===== src/rtl/send_sched_pkg.sv =====
// Shared types and sizing helpers for the telemetry frame scheduler.
// Latency: none (types and constant functions only).
// Backpressure: not applicable.
package send_sched_pkg;

  localparam int DATA_W = 16;

  typedef enum logic [2:0] {
    ST_IDLE,
    ST_ISSUE,
    ST_WAIT_ACK,
    ST_WAIT_DONE,
    ST_GAP
  } state_e;

  typedef enum logic [1:0] {
    SLOT_FAULT,
    SLOT_FRE,
    SLOT_STATE,
    SLOT_VOLT
  } slot_e;

  // Width of a counter that must hold 0..n-1; never narrower than one bit.
  function automatic int cnt_w(input int n);
    return (n < 2) ? 1 : $clog2(n);
  endfunction

  // Counter widths for the default parameter set.
  localparam int TMR_W_DEF = cnt_w(20000);
  localparam int GAP_W_DEF = cnt_w(64);
  localparam int ACK_W_DEF = cnt_w(16);

  // Telemetry round-robin order: FRE -> STATE -> VOLT -> FRE.
  function automatic slot_e next_slot(input slot_e s);
    case (s)
      SLOT_FRE:   return SLOT_STATE;
      SLOT_STATE: return SLOT_VOLT;
      default:    return SLOT_FRE;
    endcase
  endfunction

endpackage


===== src/rtl/send_sched_if.sv =====
// Scheduler-to-sender bus: frame enable pulses, data snapshots, busy feedback.
// Latency: wires only.
// Backpressure: tx_busy from the sender holds off the next frame.
interface send_sched_if;
  import send_sched_pkg::*;

  logic              fault_en;
  logic              fre_en;
  logic              state_en;
  logic              volt_en;
  logic [DATA_W-1:0] fre_data;
  logic [DATA_W-1:0] state;
  logic [DATA_W-1:0] volt;
  logic              tx_busy;

  modport master (
    output fault_en, fre_en, state_en, volt_en,
    output fre_data, state, volt,
    input  tx_busy
  );

  modport slave (
    input  fault_en, fre_en, state_en, volt_en,
    input  fre_data, state, volt,
    output tx_busy
  );

endinterface


===== src/rtl/send_sched_tmr.sv =====
// Periodic telemetry slot timer with a single, non-queueing pending flag.
// Latency: tel_pend rises on the edge where the count wraps from PERIOD_CYC-1.
// Backpressure: a wrap while tel_pend is still set is dropped; sched_en=0 clears.
module send_sched_tmr
  import send_sched_pkg::*;
#(
  parameter int PERIOD_CYC = 20000
) (
  input  logic clk,
  input  logic rst_n,
  input  logic sched_en,
  input  logic tel_clr,
  output logic tel_pend
);

  localparam int             TMR_W = cnt_w(PERIOD_CYC);
  localparam logic [TMR_W-1:0] LAST = TMR_W'(PERIOD_CYC - 1);

  logic [TMR_W-1:0] cnt_q, cnt_d;
  logic             pend_q, pend_d;
  logic             wrap;

  // Next count and pending flag; clearing wins because a set flag drops wraps anyway.
  always_comb begin
    cnt_d  = cnt_q;
    pend_d = pend_q;
    wrap   = 1'b0;
    if (!sched_en) begin
      cnt_d  = '0;
      pend_d = 1'b0;
    end else begin
      if (cnt_q == LAST) begin
        cnt_d = '0;
        wrap  = 1'b1;
      end else begin
        cnt_d = cnt_q + TMR_W'(1);
      end
      pend_d = tel_clr ? 1'b0 : (pend_q | wrap);
    end
  end

  // Timer state registers.
  always_ff @(posedge clk or negedge rst_n) begin
    if (!rst_n) begin
      cnt_q  <= '0;
      pend_q <= 1'b0;
    end else begin
      cnt_q  <= cnt_d;
      pend_q <= pend_d;
    end
  end

  assign tel_pend = pend_q;

endmodule


===== src/rtl/send_sched.sv =====
// Frame scheduler for the telemetry sender: fault-priority, round-robin telemetry.
// Latency: pend set at edge N -> enable pulse registered at edge N+1 (one cycle wide).
// Backpressure: no frame starts while tx_busy is high; each frame ends with GAP_CYC idle.
// Optional SEND_SCHED_STAT_EN adds tx_cnt (completed frames) and err_cnt (ack timeouts).
module send_sched
  import send_sched_pkg::*;
#(
  parameter int PERIOD_CYC = 20000,
  parameter int GAP_CYC    = 64,
  parameter int ACK_TO     = 16
) (
  input  logic              clk,
  input  logic              rst_n,
  input  logic              sched_en,
  input  logic              fault_req,
  input  logic [DATA_W-1:0] fre_in,
  input  logic [DATA_W-1:0] state_in,
  input  logic [DATA_W-1:0] volt_in,
  send_sched_if.master      tx,
  output logic              sched_busy,
  output logic              ack_err
`ifdef SEND_SCHED_STAT_EN
  ,
  output logic [15:0]       tx_cnt,
  output logic [7:0]        err_cnt
`endif
);

  localparam int               GAP_W    = cnt_w(GAP_CYC);
  localparam int               ACK_W    = cnt_w(ACK_TO);
  localparam logic [GAP_W-1:0] GAP_LAST = GAP_W'(GAP_CYC - 1);
  localparam logic [ACK_W-1:0] ACK_LAST = ACK_W'(ACK_TO - 1);

  state_e            state_q, state_d;
  slot_e             slot_q, slot_d;
  slot_e             ptr_q, ptr_d;
  logic              fault_pend_q, fault_pend_d;
  logic              fault_req_q;
  logic [GAP_W-1:0]  gap_cnt_q, gap_cnt_d;
  logic [ACK_W-1:0]  ack_cnt_q, ack_cnt_d;
  logic [DATA_W-1:0] snap_fre_q, snap_fre_d;
  logic [DATA_W-1:0] snap_state_q, snap_state_d;
  logic [DATA_W-1:0] snap_volt_q, snap_volt_d;
  logic              fault_en_q, fault_en_d;
  logic              fre_en_q, fre_en_d;
  logic              state_en_q, state_en_d;
  logic              volt_en_q, volt_en_d;
  logic              sched_busy_q, sched_busy_d;
  logic              ack_err_q, ack_err_d;
  logic              tel_pend;
  logic              tel_clr;
  logic              issue;
  logic              fault_rise;

  assign fault_rise = fault_req & ~fault_req_q;

  send_sched_tmr #(
    .PERIOD_CYC (PERIOD_CYC)
  ) u_tmr (
    .clk      (clk),
    .rst_n    (rst_n),
    .sched_en (sched_en),
    .tel_clr  (tel_clr),
    .tel_pend (tel_pend)
  );

  // Next-state logic: frame selection, handshake tracking and gap timing.
  always_comb begin
    state_d      = state_q;
    slot_d       = slot_q;
    ptr_d        = ptr_q;
    fault_pend_d = fault_pend_q;
    gap_cnt_d    = gap_cnt_q;
    ack_cnt_d    = ack_cnt_q;
    snap_fre_d   = snap_fre_q;
    snap_state_d = snap_state_q;
    snap_volt_d  = snap_volt_q;
    ack_err_d    = 1'b0;
    tel_clr      = 1'b0;

    case (state_q)
      ST_IDLE: begin
        // Foreign activity on the sender also blocks a new frame.
        if (!tx.tx_busy && (fault_pend_q || tel_pend)) begin
          state_d      = ST_ISSUE;
          slot_d       = fault_pend_q ? SLOT_FAULT : ptr_q;
          snap_fre_d   = fre_in;
          snap_state_d = state_in;
          snap_volt_d  = volt_in;
        end
      end
      ST_ISSUE: begin
        if (slot_q == SLOT_FAULT) begin
          fault_pend_d = 1'b0;
        end else begin
          tel_clr = 1'b1;
          ptr_d   = next_slot(ptr_q);
        end
        ack_cnt_d = '0;
        state_d   = ST_WAIT_ACK;
      end
      ST_WAIT_ACK: begin
        if (tx.tx_busy) begin
          state_d = ST_WAIT_DONE;
        end else if (ack_cnt_q == ACK_LAST) begin
          // Sender never answered; give up on this frame but keep the pointer moving.
          ack_err_d = 1'b1;
          gap_cnt_d = '0;
          state_d   = ST_GAP;
        end else begin
          ack_cnt_d = ack_cnt_q + ACK_W'(1);
        end
      end
      ST_WAIT_DONE: begin
        if (!tx.tx_busy) begin
          gap_cnt_d = '0;
          state_d   = ST_GAP;
        end
      end
      ST_GAP: begin
        if (gap_cnt_q == GAP_LAST) begin
          state_d = ST_IDLE;
        end else begin
          gap_cnt_d = gap_cnt_q + GAP_W'(1);
        end
      end
      default: state_d = ST_IDLE;
    endcase

    // A new fault edge always re-arms, even on the cycle the flag is serviced.
    if (fault_rise) begin
      fault_pend_d = 1'b1;
    end

    issue        = (state_q == ST_IDLE) && (state_d == ST_ISSUE);
    fault_en_d   = issue && (slot_d == SLOT_FAULT);
    fre_en_d     = issue && (slot_d == SLOT_FRE);
    state_en_d   = issue && (slot_d == SLOT_STATE);
    volt_en_d    = issue && (slot_d == SLOT_VOLT);
    sched_busy_d = (state_d != ST_IDLE);
  end

  // Scheduler state and registered outputs.
  always_ff @(posedge clk or negedge rst_n) begin
    if (!rst_n) begin
      state_q      <= ST_IDLE;
      slot_q       <= SLOT_FRE;
      ptr_q        <= SLOT_FRE;
      fault_pend_q <= 1'b0;
      fault_req_q  <= 1'b0;
      gap_cnt_q    <= '0;
      ack_cnt_q    <= '0;
      snap_fre_q   <= '0;
      snap_state_q <= '0;
      snap_volt_q  <= '0;
      fault_en_q   <= 1'b0;
      fre_en_q     <= 1'b0;
      state_en_q   <= 1'b0;
      volt_en_q    <= 1'b0;
      sched_busy_q <= 1'b0;
      ack_err_q    <= 1'b0;
    end else begin
      state_q      <= state_d;
      slot_q       <= slot_d;
      ptr_q        <= ptr_d;
      fault_pend_q <= fault_pend_d;
      fault_req_q  <= fault_req;
      gap_cnt_q    <= gap_cnt_d;
      ack_cnt_q    <= ack_cnt_d;
      snap_fre_q   <= snap_fre_d;
      snap_state_q <= snap_state_d;
      snap_volt_q  <= snap_volt_d;
      fault_en_q   <= fault_en_d;
      fre_en_q     <= fre_en_d;
      state_en_q   <= state_en_d;
      volt_en_q    <= volt_en_d;
      sched_busy_q <= sched_busy_d;
      ack_err_q    <= ack_err_d;
    end
  end

  assign tx.fault_en = fault_en_q;
  assign tx.fre_en   = fre_en_q;
  assign tx.state_en = state_en_q;
  assign tx.volt_en  = volt_en_q;
  assign tx.fre_data = snap_fre_q;
  assign tx.state    = snap_state_q;
  assign tx.volt     = snap_volt_q;
  assign sched_busy  = sched_busy_q;
  assign ack_err     = ack_err_q;

`ifdef SEND_SCHED_STAT_EN
  logic [15:0] tx_cnt_q, tx_cnt_d;
  logic [7:0]  err_cnt_q, err_cnt_d;

  // Completed frames wrap; timeouts saturate so a stuck sender stays visible.
  always_comb begin
    tx_cnt_d  = tx_cnt_q;
    err_cnt_d = err_cnt_q;
    if ((state_q == ST_WAIT_DONE) && !tx.tx_busy) begin
      tx_cnt_d = tx_cnt_q + 16'd1;
    end
    if (ack_err_d && (err_cnt_q != 8'hFF)) begin
      err_cnt_d = err_cnt_q + 8'd1;
    end
  end

  // Statistics registers.
  always_ff @(posedge clk or negedge rst_n) begin
    if (!rst_n) begin
      tx_cnt_q  <= '0;
      err_cnt_q <= '0;
    end else begin
      tx_cnt_q  <= tx_cnt_d;
      err_cnt_q <= err_cnt_d;
    end
  end

  assign tx_cnt  = tx_cnt_q;
  assign err_cnt = err_cnt_q;
`endif

endmodule

===== src/flat_wrapper.sv =====
// flat-port wrapper written by rule: the top's interface ports become plain ports
module send_sched_flat import send_sched_pkg::*;
#(
  parameter int PERIOD_CYC = 20000,
  parameter int GAP_CYC    = 64,
  parameter int ACK_TO     = 16
)
  (clk, rst_n, sched_en, fault_req, fre_in, state_in, volt_in, sched_busy, ack_err, tx_fault_en, tx_fre_en, tx_state_en, tx_volt_en, tx_fre_data, tx_state, tx_volt, tx_tx_busy);
  send_sched_if tx_i ();
  input  logic clk;
  input  logic rst_n;
  input  logic sched_en;
  input  logic fault_req;
  input  logic [DATA_W-1:0] fre_in;
  input  logic [DATA_W-1:0] state_in;
  input  logic [DATA_W-1:0] volt_in;
  output logic sched_busy;
  output logic ack_err;
  output wire logic [$bits(tx_i.fault_en)-1:0] tx_fault_en;
  output wire logic [$bits(tx_i.fre_en)-1:0] tx_fre_en;
  output wire logic [$bits(tx_i.state_en)-1:0] tx_state_en;
  output wire logic [$bits(tx_i.volt_en)-1:0] tx_volt_en;
  output wire logic [$bits(tx_i.fre_data)-1:0] tx_fre_data;
  output wire logic [$bits(tx_i.state)-1:0] tx_state;
  output wire logic [$bits(tx_i.volt)-1:0] tx_volt;
  input wire logic [$bits(tx_i.tx_busy)-1:0] tx_tx_busy;
  assign tx_fault_en = tx_i.fault_en;
  assign tx_fre_en = tx_i.fre_en;
  assign tx_state_en = tx_i.state_en;
  assign tx_volt_en = tx_i.volt_en;
  assign tx_fre_data = tx_i.fre_data;
  assign tx_state = tx_i.state;
  assign tx_volt = tx_i.volt;
  assign tx_i.tx_busy = tx_tx_busy;
  send_sched #(.PERIOD_CYC(PERIOD_CYC), .GAP_CYC(GAP_CYC), .ACK_TO(ACK_TO)) u_core (.clk(clk), .rst_n(rst_n), .sched_en(sched_en), .fault_req(fault_req), .fre_in(fre_in), .state_in(state_in), .volt_in(volt_in), .tx(tx_i), .sched_busy(sched_busy), .ack_err(ack_err));
endmodule

===== config.mk =====
export PLATFORM = sky130hd
export DESIGN_NAME = send_sched_flat
export DESIGN_NICKNAME = d
export VERILOG_FILES = /design/src/rtl/send_sched_pkg.sv /design/src/rtl/send_sched_if.sv /design/src/rtl/send_sched_tmr.sv /design/src/rtl/send_sched.sv /design/src/flat_wrapper.sv
export SDC_FILE = /design/constraint.sdc
export NUM_CORES = 1
export LEC_CHECK = 0
export ABC_CLOCK_PERIOD_IN_PS = 2400
export CORE_MARGIN = 1.5
export CORE_UTILIZATION = 30
export CTS_CLUSTER_DIAMETER = 120
export DETAILED_ROUTE_END_ITERATION = 8
export PLACE_DENSITY = 0.54
export SETUP_SLACK_MARGIN = 0.4
export SYNTH_ARGS = -nofsm -noshare
export SYNTH_HDL_FRONTEND = slang
export SYNTH_SLANG_ARGS = --single-unit

===== constraint.sdc =====
create_clock -name clk -period 2.4 [get_ports clk]
set_clock_uncertainty 0.15 [all_clocks]
set_input_delay 0.48 -clock clk [delete_from_list [all_inputs] [get_ports clk]]
set_output_delay 0.48 -clock clk [all_outputs]
set_load 0.01 [all_outputs]

# Word-level counts from Yosys, hierarchy flattened
# Cells that the tools add are included.
# totals
reg_bits,89
# op_classes
addsub,3
eq_ne,18
mux,32
bitwise_logic,4
reduce_logical,21
# op_table
operator,count
$mux W15,2
$mux W6,4
$pmux W6 S3,1
$add A15 B1 Y15 const B,1
$eq A15 B15 Y1 const B,1
$mux W3,5
$pmux W3 S5,1
$mux W1,12
$mux W4,2
$ne A2 B2 Y1 const B,4
$pmux W4 S2,1
$add A6 B1 Y6 const B,1
$eq A2 B2 Y1 const B,3
$eq A3 B1 Y1 const B,2
$eq A3 B2 Y1 const B,2
$eq A6 B6 Y1 const B,1
$logic_and A1 B1 Y1,6
$mux W2,3
$reduce_and A2 Y1,3
$reduce_bool A2 Y1,3
$reduce_bool A3 Y1,2
$reduce_and A5 Y1,1
$add A4 B1 Y4 const B,1
$eq A2 B1 Y1 const B,2
12 further kinds,14

# Logic depth before layout (Yosys ltp)
# depth
ltp_word,7
mapped_depth,6

# Modules after synthesis
# A second synthesis with hierarchy kept.
# unflattened
cells_unflattened,281
hier_area_um2,3703.6
# modules_own_cells
module,instances,cells_per_inst,area_each_um2,seq_area_each_um2
send_sched,1,203,2909.0,1829.3
send_sched_tmr,1,78,794.5,400.4

# Least setup slack after synthesis
# No wires, ideal clock.
# synth_timing
path_kind,register to register
from,reg u_core.u_tmr.cnt_q[7]
to,reg u_core.u_tmr.cnt_q[6]
arrival_time_ps,1682
path_slack_ps,449
stages_incl_launch_ff,6
path_cell_list,dfrtp_1 -> or4b_1 -> or4_4 -> nand2_2 -> buf_6 -> nor2_1
# synth_via
elab_chain_cells,3
# synth_rtl
element,line_no,rtl
"start, declared",send_sched_tmr.sv:19,"logic [TMR_W-1:0] cnt_q, cnt_d;"
"start signal, assigned",send_sched_tmr.sv:48,cnt_q <= cnt_d;
$eq A15 B15 Y1,send_sched_tmr.sv:32,if (cnt_q == LAST) begin
$mux W15,send_sched_tmr.sv:32,
$mux W15,send_sched_tmr.sv:28,if (!sched_en) begin
net u_core.u_tmr.cnt_d[6],send_sched_tmr.sv:19,
# The timed path passes the listed nets, and every way through them passes these cells.
# A chain may end at the register's enable or synchronous reset.

# Final worst setup path
# layout_timing
from,reg u_core.u_tmr.cnt_q[0]
to,reg u_core.u_tmr.cnt_q[1]
# layout_via
elab_chain_cells,3
elab_cells_between_ends,4
classes_between,1 x add/sub; 1 x eq/ne; 2 x mux
# layout_rtl
element,line_no
$add A15 B1 Y15 or $eq A15 B15 Y1 (tied branches),"send_sched_tmr.sv:36, send_sched_tmr.sv:32"
$mux W15 *,send_sched_tmr.sv:32
$mux W15 *,send_sched_tmr.sv:28
net u_core.u_tmr.cnt_d[1],send_sched_tmr.sv:19
# The timed path passes the listed nets; every way through them passes the cells marked *.

==> run_results.csv <==
group,metric,value,unit
timing,rsz0062_at_grt,"false",
yosys,synth_xor_area_share,3.13,%
yosys,synth_edf_count,0,
yosys,synth_top_family_by_area,"multiplexers",
yosys,synth_area,3640,µm²
final_layout,syn_to_final_growth,47.9,%
yosys,synth_compound_area_share,4.57,%
outcome,status,"finished clean",
route,postRouteAntennaNets,0,
final_layout,num-fill-cells,1110,
critical_path,rrSetupSlack,0.43,ns
yosys,ys_ff_latch,89,
floorplanning,die_area,12800,µm²
critical_path,cp.required,2.47,ns
clocking,cts_tree,"yes",
critical_path,critPathCaptureType,"register",
timing,finalSetupViolCount,0,
global_route,grt_pass1_wl,12300,µm
floorplanning,coreArea,11900,µm²
global_route,grt.overflow.total,0,
route,vias,2551,
timing,fmax,507,MHz
clocking,cts_buffers,9,
yosys,synth_fp_nets,340,
hold_path,hp-class,"register to register",
timing,whs,0.278,ns
route,firstDrtPassIters,4,
yosys,ys_seq_area_share,61.2,%
timing,finalMaxSlewViolations,0,
placement,dp.final_hpwl,5180,µm
hold_path,min_from,"u_core.fault_req_q",
placement,port-buffer-count,106,
critical_path,worstSetupPathType,"register to register",
route,drt_wl_total,7770,µm
route,drt_iter0_markers,80,
timing,min_period,1.97,ns
global_route,antenna_found_initial,0,
final_layout,fin_util,45.2,%
yosys,yosysWarnings,0,
floorplanning,ios,107,
job,drv_cap,0,
clocking,cts_buffer_depth,2,
critical_path,worstReg2RegStart,"u_core.u_tmr.cnt_q[0]",
clocking,root_buffer,"clkbuf_16",
yosys,syn_area_per_cell,12.9,µm²
clocking,htreeDepth,3,
critical_path,r2r_cells,4,
floorplanning,die_height,113,µm
timing,maxSlewHeadroom,72.2,%
critical_path,cp-start-kind,"register",
yosys,synth_cells,283,
critical_path,cp_max_fo,5,
timing,fin_crit_sh,82.2,%
yosys,ys_async_sr_fraction,100,%
timing,hold_viol_final,0,
power_and_ir_drop,leakagePower,2.21,nW
critical_path,reg2reg_to,"u_core.u_tmr.cnt_q[1]",
final_layout,drive_gt1_share,21.3,%
floorplanning,fp-row-count,40,
yosys,synthAdderAreaFrac,1.37,%
yosys,synth-simple-area-share,12.1,%
yosys,synthFlopType,"dfrtp_1",
final_layout,nNetsFinal,461,
route,drc,0,
hold_path,hold_depth,1,
clocking,clock_sinks,89,
global_route,grt_max_degree,78,
final_layout,diodes,0,
timing,setup_tns,0,ns
hold_path,min_to,"u_core.fault_pend_q",
clocking,clock_latency,0.33,ns
route,wire_per_inst,14.0,µm
power_and_ir_drop,ir_worst_vdd,0.000404,V
yosys,synthMuxAreaShare,15.1,%
power_and_ir_drop,powerDensity,1200,nW/µm²
floorplanning,die-width,113,µm
critical_path,arrival,2.04,ns
floorplanning,initial_core_util,30.6,%
global_route,grt_use_total,12.2,%
clocking,clk_pin_slew,0.06,ns
yosys,post_synth_num_cell_types,42,
global_route,first_global_vias,2576,
timing,worst_slew_pin_slew,0.417,ns
route,viasPerCell,4.59,
placement,gp_congestion,0.768,
==> worst max-delay path by stage <==
| stage | from | end | slack, ns | cells after the start |
|---|---|---|---|---|
| floorplan | u_core.u_tmr.cnt_q[7] | u_core.u_tmr.cnt_q[6] | 0.45 | 5 |
| global placement | tx_tx_busy | u_core.tx.state[6] | 0.12 | 4 |
| detailed placement | tx_tx_busy | u_core.tx.state[10] | 0.06 | 4 |
| CTS | u_core.u_tmr.cnt_q[7] | u_core.u_tmr.cnt_q[14] | 0.38 | 4 |
| global route | tx_tx_busy | u_core.tx.fre_data[2] | 0.36 | 5 |
| finish | u_core.u_tmr.cnt_q[0] | u_core.u_tmr.cnt_q[1] | 0.43 | 4 |
==> where the power goes <==
| part | internal (mW) | switching (mW) |
|---|---|---|
| logic | 1.42 | 0.875 |
| clock network | 1.18 | 0.561 |
| registers | 2.08 | 0.355 |
| total | 4.67 | 1.79 |
==> state kept, by name, indices dropped and copies added, names as in the netlist, 2 cells and up <==
name / count
u_core.u_tmr.cnt_q: 15
u_core.state_q: 3
u_core.tx.volt: 16
u_core.gap_cnt_q: 6
u_core.ptr_q: 2
u_core.slot_q: 2
u_core.tx.state: 16
u_core.tx.fre_data: 16
u_core.ack_cnt_q: 4
==> per-stage QoR <==
step	power, mW	area [µm²]	cells	worst slack [ns]
floorplan	3.49	3640	283	0.449
CTS	6.48	5290	549	0.382
finish	6.47	5390	556	0.428
detailed placement	4.71	4900	532	0.0613
global placement	4.66	4900	532	0.124
global route	6.85	5390	556	0.364
==> synthesized netlist by cell type (2+ instances only) <==
library cell	n	area (µm²)
xor2_1	3	26.3
nand2_1	13	48.8
dfstp_2	2	52.6
o21ai_0	8	40.0
or3_1	2	12.5
nand3_1	16	80.1
and2_1	2	12.5
dfrtp_1	87	2180
nor3b_1	3	22.5
nor3_1	6	30.0
nand3b_1	4	30.0
ha_1	4	50.1
buf_2	6	30.0
a31oi_1	4	25.0
nor4b_1	2	17.5
inv_1	12	45.0
nand4_1	4	25.0
nor4_1	3	18.8
a21oi_1	2	10.0
a41oi_1	2	17.5
o31ai_1	2	15.0
xnor2_1	10	87.6
o211ai_1	2	15.0
nor2_1	19	71.3
mux2_2	48	541
==> layout make-up <==
type	count	area [µm²]	share of cell area [%]
Sequential cell	89	2230	41.4
Timing Repair Buffer	118	1190	22.1
Clock buffer	11	253	4.69
Inverter	12	45.0	0.836
Tap cell	147	184	3.42
Clock inverter	5	125	2.32
Multi-Input combinational cell	174	1360	25.2
==> layout by cell type, fill, tap and decap left out, types with 7 or more instances in the layout <==
cell type and n:
buf_4 8, clkbuf_16 10, clkdlybuf4s50_1 105, dfrtp_1 86, inv_1 12, mux2_2 48
nand2_1 13, nand3_1 16, nor2_1 19, o21ai_0 7, xnor2_1 10
==> repair_timing <==
item,4_1_cts,5_1_grt
gates resized for setup,1,8
hold endpoints to repair,12,0
pin swaps,0,2
setup buffers,0,5
hold buffers,1,0
setup endpoints to repair,12,68
cloned,0,2
==> logic make-up after synthesis <==
logic type	Yosys count
AO/OA/AOI/OAI	26
XOR/XNOR	13
adder cells (fa/ha/maj)	4
buffers and inverters	20
flip-flops	89
multiplexers	49
AND/OR/NAND/NOR	82
==> worst max-delay path, stage by stage, from the launching register on <==
cell and delay (ns):
dfrtp_1 0.41, ha_2 0.21, nand4_1 0.20, or4_4 0.66
and3_2 0.24
==> per-layer routing <==
layer | vias up | global-route usage [%] | wire length [µm] | part of all wire, %
met5 | - | 0 | 0 | 0
met4 | 0 | 3.50 | 66 | 0.85
met3 | 6 | 3.96 | 384 | 4.9
met2 | 65 | 19.1 | 3650 | 47
met1 | 1242 | 16.2 | 3670 | 47
li1 | 1238 | - | - | -
(Power assumes the default switching activity.)
